[config.mk]
export PLATFORM = sky130hd
export DESIGN_NAME = aucohl_fifo_th
export DESIGN_NICKNAME = d
export VERILOG_FILES = /design/src/rtl/aucohl_fifo_th.sv
export SDC_FILE = /design/constraint.sdc
export NUM_CORES = 1
export LEC_CHECK = 0
export CAP_MARGIN = 20
export CORE_UTILIZATION = 65
export CTS_CLUSTER_SIZE = 20
export DETAILED_ROUTE_END_ITERATION = 10
export DONT_BUFFER_PORTS = 1
export PLACE_DENSITY = 0.81
export SETUP_SLACK_MARGIN = 0.4
export SLEW_MARGIN = 25
export SYNTH_ARGS = -nofsm -noshare
export SYNTH_HDL_FRONTEND = slang
export SYNTH_SLANG_ARGS = --single-unit
export TNS_END_PERCENT = 50
[constraint.sdc]
create_clock -name clk -period 6.2 [get_ports clk]
set_input_delay 0.31 -clock clk [delete_from_list [all_inputs] [get_ports clk]]
set_output_delay 0.31 -clock clk [all_outputs]
set_load 0.05 [all_outputs]
[src/rtl/aucohl_fifo_th.sv]
// ---------------------------------------------------------------------------
// aucohl_fifo_th
//   Synchronous show-ahead FIFO with a full-range occupancy count, a
//   programmable level threshold and sticky overrun/underrun flags.
//   Intended for peripheral RX/TX buffering where software polls or takes
//   interrupts on the level threshold and on request errors.
//
// Parameters
//   DW        data width in bits
//   AW        address width; depth is 2**AW entries (AW >= 1)
//
// Ports
//   clk        rising-edge clock
//   rst_n      synchronous active-low reset (control state only)
//   flush      synchronous clear of pointers and level
//   wr, wdata  write request and data
//   rd         pop request for the entry shown on rdata
//   rdata      head-of-queue data (undefined when empty)
//   empty      level == 0
//   full       level == 2**AW
//   level      stored entry count, 0..2**AW
//   threshold  compare value for above_th
//   above_th   level > threshold (unsigned)
//   clr_flags  clears overrun and underrun
//   overrun    sticky: a write was rejected
//   underrun   sticky: a read was rejected
// ---------------------------------------------------------------------------
module aucohl_fifo_th #(
  parameter int DW = 8,
  parameter int AW = 4
) (
  input  logic          clk,
  input  logic          rst_n,
  input  logic          flush,
  input  logic          wr,
  input  logic [DW-1:0] wdata,
  input  logic          rd,
  output logic [DW-1:0] rdata,
  output logic          empty,
  output logic          full,
  output logic [AW:0]   level,
  input  logic [AW:0]   threshold,
  output logic          above_th,
  input  logic          clr_flags,
  output logic          overrun,
  output logic          underrun
);

  localparam int DEPTH = 1 << AW;
  localparam logic [AW:0] DEPTH_L = (AW + 1)'(DEPTH);
  localparam logic [AW:0] ONE_L   = (AW + 1)'(1);
  localparam logic [AW-1:0] PTR_ONE = AW'(1);

  logic [DW-1:0] mem [DEPTH];
  logic [AW-1:0] w_ptr;
  logic [AW-1:0] r_ptr;
  logic [AW:0]   level_reg;
  logic          overrun_reg;
  logic          underrun_reg;

  logic wr_ok;
  logic rd_ok;
  logic wr_rej;
  logic rd_rej;

  // Status is decoded from the level count so that w_ptr == r_ptr is never
  // ambiguous between empty and full.
  assign empty = (level_reg == '0);
  assign full  = (level_reg == DEPTH_L);

  // A write into a full FIFO is still accepted when a pop frees the head
  // slot in the same cycle. A read of an empty FIFO is always rejected, even
  // with a concurrent write, because the new data is not yet at the head.
  assign wr_ok  = wr & (~full | rd);
  assign rd_ok  = rd & ~empty;
  assign wr_rej = wr & ~wr_ok;
  assign rd_rej = rd & empty;

  // Storage: data only, never reset. Writes are suppressed under reset and
  // flush so that a discarded request leaves no trace.
  always_ff @(posedge clk) begin
    if (rst_n && !flush && wr_ok) begin
      mem[w_ptr] <= wdata;
    end
  end

  // Control state: pointers, level and sticky flags.
  always_ff @(posedge clk) begin
    if (!rst_n) begin
      w_ptr        <= '0;
      r_ptr        <= '0;
      level_reg    <= '0;
      overrun_reg  <= 1'b0;
      underrun_reg <= 1'b0;
    end else begin
      if (flush) begin
        w_ptr     <= '0;
        r_ptr     <= '0;
        level_reg <= '0;
      end else begin
        if (wr_ok) begin
          w_ptr <= w_ptr + PTR_ONE;
        end
        if (rd_ok) begin
          r_ptr <= r_ptr + PTR_ONE;
        end
        case ({wr_ok, rd_ok})
          2'b10:   level_reg <= level_reg + ONE_L;
          2'b01:   level_reg <= level_reg - ONE_L;
          default: level_reg <= level_reg;
        endcase
      end
      // A set in the same cycle wins over clr_flags; flush never sets a flag
      // because its concurrent requests are discarded, not rejected.
      overrun_reg  <= (wr_rej & ~flush) | (overrun_reg  & ~clr_flags);
      underrun_reg <= (rd_rej & ~flush) | (underrun_reg & ~clr_flags);
    end
  end

  assign rdata    = mem[r_ptr];
  assign level    = level_reg;
  assign above_th = (level_reg > threshold);
  assign overrun  = overrun_reg;
  assign underrun = underrun_reg;

endmodule

Word level (Yosys, flattened, before mapping)
Memories as Yosys holds them, arrays and structs flattened. A register that Yosys moved wholly into a read port is not among the register bits.
Cells that the tools add are included.
{"block": "op_classes", "addsub": 4, "order_cmp": 1, "n_eq_ne": 3, "muxes": 5, "bitwise": 17, "reduce_logical": 6}
{"operator": "$pmux W5 S2", "count": 1}
{"operator": "$add A4 B1 Y4 const B", "count": 2}
{"operator": "$and A1 B1 Y1", "count": 8}
{"operator": "$mux W4", "count": 2}
{"operator": "$not A1 Y1", "count": 6}
{"operator": "$add A5 B1 Y5 const B", "count": 1}
{"operator": "$eq A5 B5 Y1 const B", "count": 1}
{"operator": "$gt A5 B5 Y1", "count": 1}
{"operator": "$logic_not A5 Y1", "count": 1}
{"operator": "$sub A5 B1 Y5 const B", "count": 1}
{"operator": "$or A1 B1 Y1", "count": 3}
{"operator": "$eq A2 B1 Y1 const B", "count": 1}
{"operator": "$eq A2 B2 Y1 const B", "count": 1}
{"operator": "$logic_and A1 B1 Y1", "count": 2}
{"operator": "$mux W1", "count": 2}
{"operator": "$reduce_bool A2 Y1", "count": 1}
{"operator": "$reduce_or A2 Y1", "count": 1}
{"operator": "$logic_not A1 Y1", "count": 1}
{"block": "word_totals", "regBits": 15, "ram_bits": 128, "in_bits": 19, "output_inout_bits": 18, "wordCells": 42, "n_memories": 1}
{"name": "mem", "words": 16, "width": 8, "read_ports": 1, "rd_clocked_by_memory_dff": 1, "write_ports": 1, "line_no": "54", "source": "logic [DW-1:0] mem [DEPTH];"}

Depth between registers and ports, before layout
Gate-level depths: netlist (run 1).
{"block": "logic_depth", "word_depth": 8, "ltp_mapped": 11}

Least setup slack after synthesis (run 1)
No wires, ideal clock.
{"block": "synth_timing", "path_kind": "register to register", "start": "register level_reg[0] (netlist: level[0])", "end": "register level_reg[4] (netlist: level[4])", "setup_ns": 0.072, "arrival_time_ns": 2.875, "t_required_ns": 6.128, "path_slack_ns": 3.254, "stages_incl_launch_ff": 11, "path_buffers": 1, "period_less_slack_ns": 2.946, "path_cell_list": "dfxtp_1 or4_1 buf_2 o31ai_4 ha_1 inv_1 fa_1 nand2b_1 a21oi_1 mux2i_1 mux2i_1"}
{"block": "synth_between", "elab_chain_len": 6, "elab_cells_between_ends": 13}
{"element": "from (decl)", "line_no": "57", "source": "logic [AW:0] level_reg;"}
{"element": "from (signal assigned)", "line_no": "108", "source": "2'b10: level_reg <= level_reg + ONE_L;"}
{"element": "from (signal assigned)", "line_no": "109", "source": "2'b01: level_reg <= level_reg - ONE_L;"}
{"element": "from (signal assigned)", "line_no": "110", "source": "default: level_reg <= level_reg;"}
{"element": "$eq A5 B5 Y1", "line_no": "69", "source": "assign full = (level_reg == DEPTH_L);"}
{"element": "$not A1 Y1", "line_no": "74", "source": "assign wr_ok = wr & (~full | rd);"}
{"element": "$or A1 B1 Y1", "line_no": "74"}
{"element": "$and A1 B1 Y1", "line_no": "74"}
{"element": "$eq A2 B1 Y1 or $eq A2 B2 Y1 (tied branches)", "line_no": "107", "source": "case ({wr_ok, rd_ok})"}
{"element": "$pmux W5 S2 or $reduce_bool A2 Y1 (tied branches)"}
Several ways; a longest one is shown, not always the timed one.
A chain may end at the register's enable or synchronous reset.

Final worst setup path (run 1)
{"block": "layout_timing", "start": "register level_reg[1] (netlist: level[1])", "end": "register level_reg[4] (netlist: level[4])"}
Same word-level chain as after synthesis.

==> qor.txt, run 1 <==
SETUP PATH
---------------------------------------------------------------------------
Bufs and invs on worst path ..................................            1
CP peak stage delay ..........................................       750 ps
CP Cell Sequence ............................................. or4_1 > o31ai_4 > ha_1 > inv_1 > fa_1 > nand2b_1 > a21oi_1 > mux2i_1 > mux2i_1
Type of destination of the critical path .....................         flop
Required time of the worst setup path ........................      6660 ps
Crit path depth ..............................................            9
Library cell appearing most often on the critical path ....... sky130_fd_sc_hd__mux2i_1
Worst path top cell family by delay .......................... simple AND/OR/NAND/NOR gates
Path type of the worst setup path ............................   reg -> reg
Cell with the largest stage delay on the worst path .......... sky130_fd_sc_hd__or4_1
CP Max Fanout ................................................            7
Arrival time of the worst setup path .........................      3680 ps
R2R depth ....................................................            9
Crit path launch type ........................................         flop

DRT
---------------------------------------------------------------------------
Total DRC errors in the routed layout ........................            2
Total detailed-routing wirelength ............................      11.8 mm
Initial DRT Pass Iterations ..................................            8
Routed via count .............................................         3178
Iter 0 DRT Violations ........................................          268
Highest routing layer actually used ..........................         met4
Via-per-instance ratio .......................................         6.55
Detail-routed net length per standard cell ...................      24.4 um
Sum of met3 wire segment lengths after detailed routing ......       762 um
Routed met1 length ...........................................      4.57 mm
Metal2 WL ....................................................      6.24 mm
Antenna Violating Nets Remaining .............................            0

POWER
---------------------------------------------------------------------------
Peak VDD IR ..................................................     0.207 mV
Pwr Density ..................................................  325 nW/um^2
Static power due to leakage ..................................      2.24 nW

RUN STATUS
---------------------------------------------------------------------------
Status ....................................................... finished with violations
Violated checks ..............................................          DRC

TIMING
---------------------------------------------------------------------------
Count of endpoints failing setup in the final report .........            0
Fin crit period ..............................................      3220 ps
Fin Hold WS ..................................................      12.3 ps
Maximum clock rate ...........................................      311 MHz
Total Neg Setup Slack ........................................         0 ps
Final worst path period share ................................        0.519
Post-route worst setup slack .................................      2980 ps
Unrepaired setup endpoints after global routing ..............        false
Worst clock skew .............................................      7.47 ps
Actual slew at the worst max-slew pin ........................      1040 ps
Final hold vios ..............................................            0
Relative slew margins ........................................        0.302
Final Max Tran Viols .........................................            0

LOGIC SYNTHESIS
---------------------------------------------------------------------------
Number of warning messages in the yosys log ..................            0
Syn nets .....................................................          380
Synthesized cell area ........................................    5960 um^2
Largest cells by area after synthesis ........................ sky130_fd_sc_hd__edfxtp_1 64%, sky130_fd_sc_hd__mux4_2 12%, sky130_fd_sc_hd__dfxtp_1 6.4%
Average size of a mapped cell ................................    17.2 um^2
Area fraction of the dominant cell type after synthesis ......        0.645
Commonest register cell after synthesis ...................... sky130_fd_sc_hd__edfxtp_1
Share of synthesized area occupied by flip-flops and latches .        0.708
Post-synthesis sequential element count ......................          147
Synth unique cells ...........................................           34
Synthesized netlist cell count ...............................          346
Area leader, netlist ......................................... sky130_fd_sc_hd__edfxtp_1
Number of synthesized flops with an enable pin ...............          128
Ys async rst share ...........................................            0

CLOCK TREE
---------------------------------------------------------------------------
H-tree levels ................................................            4
TritonCTS clock tree .........................................        built
Master cell of the clock root buffer ......................... sky130_fd_sc_hd__clkbuf_8
Clock latency at the later pin of the worst-skew pair ........       530 ps
Clock transition at path regs ................................        60 ps
Number of buffers on the longest clock path ..................            2
Post-CTS setup buffer count ..................................            0
Number of sinks handled by clock tree synthesis ..............          147
Cts bufs inserted ............................................           17

FLOORPLANNING
---------------------------------------------------------------------------
Core box area ................................................    8810 um^2
Vertical die dimension .......................................      97.8 um
# rows .......................................................           34
Count of boundary I/O pins ...................................           37
Initial Utilization ..........................................        0.677
Die footprint ................................................    9560 um^2
Width of the die .............................................      97.8 um

RUN
---------------------------------------------------------------------------
Number of maximum-capacitance violations .....................            0

PLACEMENT
---------------------------------------------------------------------------
Number of placed cells counting well taps ....................          441
Final RePlAce weighted congestion ............................        0.778
Worst Setup Slack post-DPL ...................................      2980 ps
Buffers on Ports .............................................            0
Half-perimeter wire length after detailed placement ..........      6.90 mm

FINISH
---------------------------------------------------------------------------
Antenna diode count ..........................................            0
Number of flip-flops under the largest register name .........          128
Total number of nets in the final design .....................          398
# fillers ....................................................          478
Proportion of layout cells with a drive suffix above 1 .......        0.178
Number of cells in the finished layout apart from fillers ....          485
Synthesis-to-layout area growth ..............................        13.6%

WORST HOLD PATH
---------------------------------------------------------------------------
Worst Hold Path Cells ........................................            3
Class of the tightest hold or removal check ..................    in -> reg

GRT
---------------------------------------------------------------------------
Global-route usage over all layers ...........................        0.274
Via count of the first global-routing pass ...................         3294
First-pass GRT wire length ...................................      18.2 mm
Aggregate global routing overflow ............................            0
Pin count of the biggest net entering global routing .........           33
Initial antenna violation count ..............................            0

final timing paths:
kind	from	to	slack, ps
worst max-delay path	level[1]	level[4]	2980
worst min-delay path	wr	w_ptr[0]	10
worst max register to register	level[1]	level[4]	2980
worst min register to register	w_ptr[1]	w_ptr[1]	530
layer usage:
layer	track usage	vias up
li1	-	1395
met5	0	-
met3	0.0737	25
met1	0.342	1601
met2	0.461	157
met4	0.112	0
power breakdown:
| part | internal, mW | switching [mW] | leakage, nW |
|---|---|---|---|
| clock | 0.649 | 0.388 | 0.293 |
| sequential | 1.08 | 0.00838 | 1.31 |
| combinational | 0.0266 | 0.0530 | 0.646 |
logic make-up (layout without fill, tap and decap cells):
logic type                 Yosys count  in the layout  synth area share
AOI/OAI and AO/OA                   34             34            0.0416
xor gates and xnor gates             6              6           0.00881
adders and majority gates           15             15            0.0327
buffers and inverters               29             60            0.0191
DFF                                147            147             0.708
muxes                               36             36             0.128
and+or+nand+nor                     79             79            0.0617
worst min-delay path, cell delays in order:
cell and delay (ps):
sky130_fd_sc_hd__o31ai_4 60, sky130_fd_sc_hd__xnor2_1 60, sky130_fd_sc_hd__nor2_1 70
cell usage in the layout (no fill, tap or decap), types with 2 or more instances in the layout:
cell type	count
sky130_fd_sc_hd__a22oi_1	16
sky130_fd_sc_hd__o211ai_1	2
sky130_fd_sc_hd__inv_1	14
sky130_fd_sc_hd__nand4_1	2
sky130_fd_sc_hd__nor2b_1	4
sky130_fd_sc_hd__dfxtp_1	18
sky130_fd_sc_hd__bufinv_16	4
sky130_fd_sc_hd__a21oi_1	7
sky130_fd_sc_hd__ha_1	14
sky130_fd_sc_hd__mux2i_1	4
sky130_fd_sc_hd__xor2_1	4
sky130_fd_sc_hd__clkinv_4	2
sky130_fd_sc_hd__or4_1	4
sky130_fd_sc_hd__clkinv_2	4
sky130_fd_sc_hd__nand4b_1	3
sky130_fd_sc_hd__and2_1	2
sky130_fd_sc_hd__o21ai_0	2
sky130_fd_sc_hd__xnor2_1	2
sky130_fd_sc_hd__nor2_1	36
sky130_fd_sc_hd__mux4_2	32
sky130_fd_sc_hd__buf_4	2
sky130_fd_sc_hd__nand2b_1	3
sky130_fd_sc_hd__nand3_1	7
sky130_fd_sc_hd__edfxtp_1	128
sky130_fd_sc_hd__clkbuf_16	16
sky130_fd_sc_hd__nand2_1	16
sky130_fd_sc_hd__clkinv_1	2
sky130_fd_sc_hd__dlygate4sd3_1	12
sky130_fd_sc_hd__clkinvlp_4	2
synthesized netlist by cell type, types with 7 or more instances:
| master | n |
|---|---|
| sky130_fd_sc_hd__a21oi_1 | 7 |
| sky130_fd_sc_hd__a22oi_1 | 16 |
| sky130_fd_sc_hd__clkbuf_1 | 9 |
| sky130_fd_sc_hd__dfxtp_1 | 19 |
| sky130_fd_sc_hd__edfxtp_1 | 128 |
| sky130_fd_sc_hd__ha_1 | 14 |
| sky130_fd_sc_hd__inv_1 | 14 |
| sky130_fd_sc_hd__mux4_2 | 32 |
| sky130_fd_sc_hd__nand2_1 | 16 |
| sky130_fd_sc_hd__nand3_1 | 7 |
| sky130_fd_sc_hd__nor2_1 | 36 |
stage by stage:
step                instance area [um^2]  power (mW)  utilization
detailed placement                  6050        1.17        0.687
CTS                                 6780        2.21        0.769
finish                              6780        2.20        0.769
floorplan                           5960        1.16            -
global route                        6780        2.26        0.769
global placement                    6050        1.17        0.687
layout make-up:
type,count,area (um^2),share of cell area
well taps,108,135,0.0199
inverters,14,52.6,0.00776
repair buffers,14,135,0.0199
flip-flops and latches,147,4230,0.624
clock inverters,15,189,0.0279
multi-input cells,170,1620,0.240
clock buffers,17,414,0.0611
timing repair:
item,CTS,global route
endpoints found under the hold margin,131,0
hold buffers,12,0
resized for setup,0,0
Power figures use the tool's default switching activity.
==> run 2: changes to the inputs <==
--- a/config.mk
+++ b/config.mk
@@ -6,11 +6,11 @@
 export NUM_CORES = 1
 export LEC_CHECK = 0
 export CAP_MARGIN = 20
-export CORE_UTILIZATION = 65
+export CORE_UTILIZATION = 63
 export CTS_CLUSTER_SIZE = 20
 export DETAILED_ROUTE_END_ITERATION = 10
 export DONT_BUFFER_PORTS = 1
-export PLACE_DENSITY = 0.81
+export PLACE_DENSITY = 0.79
 export SETUP_SLACK_MARGIN = 0.4
 export SLEW_MARGIN = 25
 export SYNTH_ARGS = -nofsm -noshare
==> constraint.sdc (replaced) <==
create_clock -name clk -period 3.25 [get_ports clk]
set_input_delay 0.1625 -clock clk [delete_from_list [all_inputs] [get_ports clk]]
set_output_delay 0.1625 -clock clk [all_outputs]
set_load 0.05 [all_outputs]
==> qor.txt, run 2 (synthesized netlist as in run 1, its figures left out) <==
RUN STATUS
----------------------------------------------------------------------------
Status ........................................................ finished, final reports clean

DRT
----------------------------------------------------------------------------
Total detailed-routing wirelength .............................      12.8 mm
Iter 0 DRT Violations .........................................          274
Initial DRT Pass Iterations ...................................            5
Detail-routed net length per standard cell ....................      25.4 um
Antenna Violating Nets Remaining ..............................            0
Total DRC errors in the routed layout .........................            0
Routed via count ..............................................         3289
Via-per-instance ratio ........................................         6.51

POWER
----------------------------------------------------------------------------
Part of the total power dissipated in combinational logic .....        0.040
Pwr Density ...................................................  609 nW/um^2
Share of power burned in registers ............................        0.489
Net switching power figure ....................................     0.847 mW
Proportion of total power due to net switching ................        0.200
Static power due to leakage ...................................      2.33 nW
Internal power ................................................      3.38 mW
Peak VDD IR ...................................................     0.467 mV
Proportion of power drawn by the clock network ................        0.471

FINISH
----------------------------------------------------------------------------
Number of flip-flops under the largest register name ..........          128
Proportion of layout cells with a drive suffix above 1 ........        0.208
Most common cell after layout, fill and taps aside ............ sky130_fd_sc_hd__edfxtp_1
Final core occ ................................................        0.755
Synthesis-to-layout area growth ...............................        16.4%
Total number of nets in the final design ......................          415
Antenna diode count ...........................................            0
Top library cells by usage in the layout, fill and taps aside . 128 x sky130_fd_sc_hd__edfxtp_1, 36 x sky130_fd_sc_hd__nor2_1, 32 x sky130_fd_sc_hd__mux4_2

FLOORPLANNING
----------------------------------------------------------------------------
Width of the die ..............................................      99.3 um
# rows ........................................................           35
Core box area .................................................    9200 um^2
Initial Utilization ...........................................        0.648
Vertical die dimension ........................................      99.3 um
Die footprint .................................................    9860 um^2
Count of boundary I/O pins ....................................           37

PLACEMENT
----------------------------------------------------------------------------
Final RePlAce weighted congestion .............................        0.802
Buffers on Ports ..............................................            0
Half-perimeter wire length after detailed placement ...........      7.27 mm
Worst Setup Slack post-DPL ....................................       323 ps

TIMING
----------------------------------------------------------------------------
Worst clock skew ..............................................      6.96 ps
Actual slew at the worst max-slew pin .........................       933 ps
Fin Hold WS ...................................................      25.9 ps
Unrepaired setup endpoints after global routing ...............        false
Final worst path period share .................................        0.849
Relative slew margins .........................................        0.376
Final hold vios ...............................................            0
Fin crit period ...............................................      2760 ps
Maximum clock rate ............................................      362 MHz
Count of endpoints failing setup in the final report ..........            0
Final Max Tran Viols ..........................................            0
Post-route worst setup slack ..................................       490 ps
Total Neg Setup Slack .........................................         0 ps

CLOCK TREE
----------------------------------------------------------------------------
Clock transition at path regs .................................        60 ps
Clock latency at the later pin of the worst-skew pair .........       530 ps
TritonCTS clock tree ..........................................        built
Master cell of the clock root buffer .......................... sky130_fd_sc_hd__clkbuf_8
Number of sinks handled by clock tree synthesis ...............          147
Number of buffers on the longest clock path ...................            2
Cts bufs inserted .............................................           17
H-tree levels .................................................            4

SETUP PATH
----------------------------------------------------------------------------
Arrival time of the worst setup path ..........................      3220 ps
Path type of the worst setup path .............................   reg -> reg
CP Max Fanout .................................................            6
Required time of the worst setup path .........................      3710 ps
Type of destination of the critical path ......................         flop
Crit path launch type .........................................         flop

WORST HOLD PATH
----------------------------------------------------------------------------
Class of the tightest hold or removal check ...................    in -> reg

RUN
----------------------------------------------------------------------------
Number of maximum-capacitance violations ......................            0

GRT
----------------------------------------------------------------------------
First-pass GRT wire length ....................................      19.3 mm
Pin count of the biggest net entering global routing ..........           33
Global-route usage over all layers ............................        0.284
Initial antenna violation count ...............................            0
Aggregate global routing overflow .............................            0
Via count of the first global-routing pass ....................         3442

[run 2: stage by stage]
stage          cells  area, um^2  total power [mW]
2_1_floorplan    346        5970              2.21
3_3_place_gp     456        6160              2.23
3_5_place_dp     456        6160              2.24
4_1_cts          504        6930              4.22
5_1_grt          505        6940              4.32
6_report         505        6940              4.23
[run 2: layout make-up]
type                       count  area (um^2)
timing repair buffer          31          285
multi-input combinational    170         1630
tap                          111          139
inverter                      14         52.6
sequential                   147         4230
clock buffer                  22          443
fill                         526         2260
clock inverter                10          159
[run 2: metal layers]
layer	up-vias	track usage	part of all wire
met5	-	0	0
met4	0	0.166	0.030
met3	34	0.0555	0.072
met2	208	0.469	0.52
met1	1616	0.353	0.38
li1	1431	-	-
[run 2: critical path, cell delays in order, from the launching register on]
cell                       delay (ps)
sky130_fd_sc_hd__dfxtp_2          320
sky130_fd_sc_hd__or4_4            590
sky130_fd_sc_hd__o31ai_4          290
sky130_fd_sc_hd__ha_2             270
sky130_fd_sc_hd__inv_1             80
sky130_fd_sc_hd__fa_1             390
sky130_fd_sc_hd__nand2b_1         160
sky130_fd_sc_hd__a21oi_1          170
sky130_fd_sc_hd__mux2i_1          230
sky130_fd_sc_hd__mux2i_1          190
[run 2: power groups by stage]
stage / Clock [mW] / Combinational (mW) / Sequential, mW
floorplan: 0 / 0.101 / 2.11
detailed placement: 0 / 0.128 / 2.11
global placement: 0 / 0.125 / 2.11
CTS: 1.99 / 0.167 / 2.07
global route: 2.07 / 0.182 / 2.07
finish: 1.99 / 0.170 / 2.07
[run 2: what timing repair did]
action	4_1_cts	5_1_grt
hold buffers	16	0
pin swaps	0	1
endpoints found under the setup margin	3	6
endpoints found under the hold margin	140	0
resized for setup	1	2
setup buffers	0	1
[run 2: worst paths after layout]
check	end	cells past startpoint	slack (ps)	start
hold reg to reg	flop	2	560	r_ptr[3]
setup reg to reg	level[4]	9	490	level[0]
hold / removal	w_ptr[2]	4	30	rd
setup / recovery	level[4]	9	490	level[0]
==> run 3: changes to the inputs <==
--- a/config.mk
+++ b/config.mk
@@ -6,11 +6,11 @@
 export NUM_CORES = 1
 export LEC_CHECK = 0
 export CAP_MARGIN = 20
-export CORE_UTILIZATION = 63
+export CORE_UTILIZATION = 57
 export CTS_CLUSTER_SIZE = 20
 export DETAILED_ROUTE_END_ITERATION = 10
 export DONT_BUFFER_PORTS = 1
-export PLACE_DENSITY = 0.79
+export PLACE_DENSITY = 0.75
 export SETUP_SLACK_MARGIN = 0.4
 export SLEW_MARGIN = 25
 export SYNTH_ARGS = -nofsm -noshare
==> constraint.sdc (replaced) <==
create_clock -name clk -period 2.5 [get_ports clk]
set_input_delay 0.125 -clock clk [delete_from_list [all_inputs] [get_ports clk]]
set_output_delay 0.125 -clock clk [all_outputs]
set_load 0.05 [all_outputs]
==> qor.txt, run 3 (synthesized netlist as in run 1, its figures left out) <==
FINISH
----------------------------------------------------------------------------
# fillers .....................................................          560
Top library cells by usage in the layout, fill and taps aside . 128 x sky130_fd_sc_hd__edfxtp_1, 32 x sky130_fd_sc_hd__mux4_2, 22 x sky130_fd_sc_hd__buf_4, 19 x sky130_fd_sc_hd__nor2_1
Synthesis-to-layout area growth ...............................        24.2%
Multi-input gate area in the final layout .....................    1930 um^2
Proportion of layout cells with a drive suffix above 1 ........        0.371
Most common cell after layout, fill and taps aside ............ sky130_fd_sc_hd__edfxtp_1
Antenna diode count ...........................................            0
Number of cells in the finished layout apart from fillers .....          543
Total number of nets in the final design ......................          431
Reg area ......................................................    4240 um^2
Number of flip-flops under the largest register name ..........          128

FLOORPLANNING
----------------------------------------------------------------------------
# rows ........................................................           36
Initial Utilization ...........................................        0.599
Die footprint .................................................   10900 um^2
Width of the die ..............................................       104 um
Count of boundary I/O pins ....................................           37
Core box area .................................................    9950 um^2
Vertical die dimension ........................................       104 um

POWER
----------------------------------------------------------------------------
Pwr Density ...................................................  701 nW/um^2
Static power due to leakage ...................................      2.42 nW
Peak VDD IR ...................................................     0.433 mV

PLACEMENT
----------------------------------------------------------------------------
Buffers on Ports ..............................................            0
Worst Setup Slack post-DPL ....................................     -17.9 ps
Number of placed cells counting well taps .....................          481
Final RePlAce weighted congestion .............................        0.778
Half-perimeter wire length after detailed placement ...........      7.43 mm

DRT
----------------------------------------------------------------------------
Total detailed-routing wirelength .............................      13.0 mm
Routed via count ..............................................         3302
Antenna Violating Nets Remaining ..............................            0
Total DRC errors in the routed layout .........................            0
Detail-routed net length per standard cell ....................      24.0 um
Initial DRT Pass Iterations ...................................            5
Via-per-instance ratio ........................................         6.08
Iter 0 DRT Violations .........................................          312

CLOCK TREE
----------------------------------------------------------------------------
Clock transition at path regs .................................        60 ps
H-tree levels .................................................            4
Cts bufs inserted .............................................           17
TritonCTS clock tree ..........................................        built
Number of sinks handled by clock tree synthesis ...............          147
Clock latency at the later pin of the worst-skew pair .........       520 ps
Number of buffers on the longest clock path ...................            2
Master cell of the clock root buffer .......................... sky130_fd_sc_hd__clkbuf_8

WORST HOLD PATH
----------------------------------------------------------------------------
Worst Hold Path Cells .........................................            4
Hold Path End .................................................     level[4]
Class of the tightest hold or removal check ...................    in -> reg
Startpoint of the lowest-slack hold path ......................        rst_n

GRT
----------------------------------------------------------------------------
M2 GR Usage ...................................................        0.412
Aggregate global routing overflow .............................            0
Via count of the first global-routing pass ....................         3440
Grt peak-use layer ............................................         met2
Global-route usage over all layers ............................        0.253
Met1 Usage GRT ................................................        0.325
Pin count of the biggest net entering global routing ..........           33
Routing usage on met3 .........................................       0.0683
First-pass GRT wire length ....................................      19.7 mm
Initial antenna violation count ...............................            0

TIMING
----------------------------------------------------------------------------
Unrepaired setup endpoints after global routing ...............         true
Final Max Tran Viols ..........................................            0
Maximum clock rate ............................................      408 MHz
Fin crit period ...............................................      2450 ps
Actual slew at the worst max-slew pin .........................       671 ps
Worst clock skew ..............................................      8.39 ps
Final worst path period share .................................        0.981
Final hold vios ...............................................            0
Count of endpoints failing setup in the final report ..........            0
Relative slew margins .........................................        0.551
Post-route worst setup slack ..................................      47.7 ps

SETUP PATH
----------------------------------------------------------------------------
FF-to-FF Start ................................................     level[1]
Capturing point of the worst reg2reg path .....................     level[4]
Crit path launch type .........................................         flop
R2R depth .....................................................            9
Arrival time of the worst setup path ..........................      2900 ps
Type of destination of the critical path ......................         flop
Required time of the worst setup path .........................      2950 ps
Flop2flop setup slack .........................................        50 ps
CP Max Fanout .................................................            4
Path type of the worst setup path .............................   reg -> reg

RUN STATUS
----------------------------------------------------------------------------
Status ........................................................ finished, final reports clean

RUN
----------------------------------------------------------------------------
Number of maximum-capacitance violations ......................            0

-- run 3: cell count changes in the layout (fill, tap and decap cells not counted), sizes merged --
cell         delta
clkinv          +1
buf            +19
dlygate4sd3     -3
clkinvlp        -1
bufinv          -3
clkbuf          +3
-- run 3: critical path, cell delays in order, from the launching register on --
cell,delay [ps]
sky130_fd_sc_hd__dfxtp_4,340
sky130_fd_sc_hd__or4_4,570
sky130_fd_sc_hd__o31ai_4,240
sky130_fd_sc_hd__ha_4,190
sky130_fd_sc_hd__inv_4,40
sky130_fd_sc_hd__fa_2,340
sky130_fd_sc_hd__nand2b_4,150
sky130_fd_sc_hd__a21oi_2,120
sky130_fd_sc_hd__mux2i_1,220
sky130_fd_sc_hd__mux2i_1,190
-- run 3: stage by stage --
stage	instance area (um^2)	setup TNS [ps]	power (mW)	hold WS, ps	utilization
CTS	7260	0	5.19	21.3	0.729
global placement	6270	0	2.92	225	0.630
floorplan	6030	-228	2.89	224	-
detailed placement	6270	-17.9	2.93	225	0.630
global route	7410	-126	5.33	54.7	0.744
finish	7410	0	5.19	39.8	0.744
-- run 3: final cells by class --
class | instances | share of cell area
clock inverter | 7 | 0.00794
tap | 133 | 0.0225
timing repair buffer | 47 | 0.0684
multi-input combinational | 170 | 0.260
sequential | 147 | 0.572
clock buffer | 25 | 0.0613
inverter | 14 | 0.00743
-- run 3: power breakdown --
part / switching [mW] / leakage [nW] / internal, mW
sequential: 0.0113 / 1.31 / 2.68
combinational: 0.171 / 0.857 / 0.115
clock: 0.888 / 0.255 / 1.33
total: 1.07 / 2.42 / 4.12
-- run 3: worst max path at each step --
stage | to | from | cells past startpoint
floorplan | level[4] | level[0] | 10
global placement | level[4] | level[0] | 9
detailed placement | level[4] | level[0] | 9
CTS | level[4] | level[1] | 9
global route | level[4] | level[3] | 9
finish | level[4] | level[1] | 9
-- run 3: metal layers --
| metal | part of all wire | vias up |
|---|---|---|
| met4 | 0.018 | 0 |
| met2 | 0.52 | 142 |
| met3 | 0.072 | 22 |
| li1 | - | 1464 |
| met1 | 0.39 | 1674 |
| met5 | 0 | - |
-- run 3: repair_timing --
item                                   4_1_cts  5_1_grt
endpoints found under the hold margin      142        0
resized for setup                           49       25
cloned                                       2        0
hold buffers                                13        0
buffers inserted                             9        6
setup endpoints to repair                  141      133
pin swaps                                   20       17
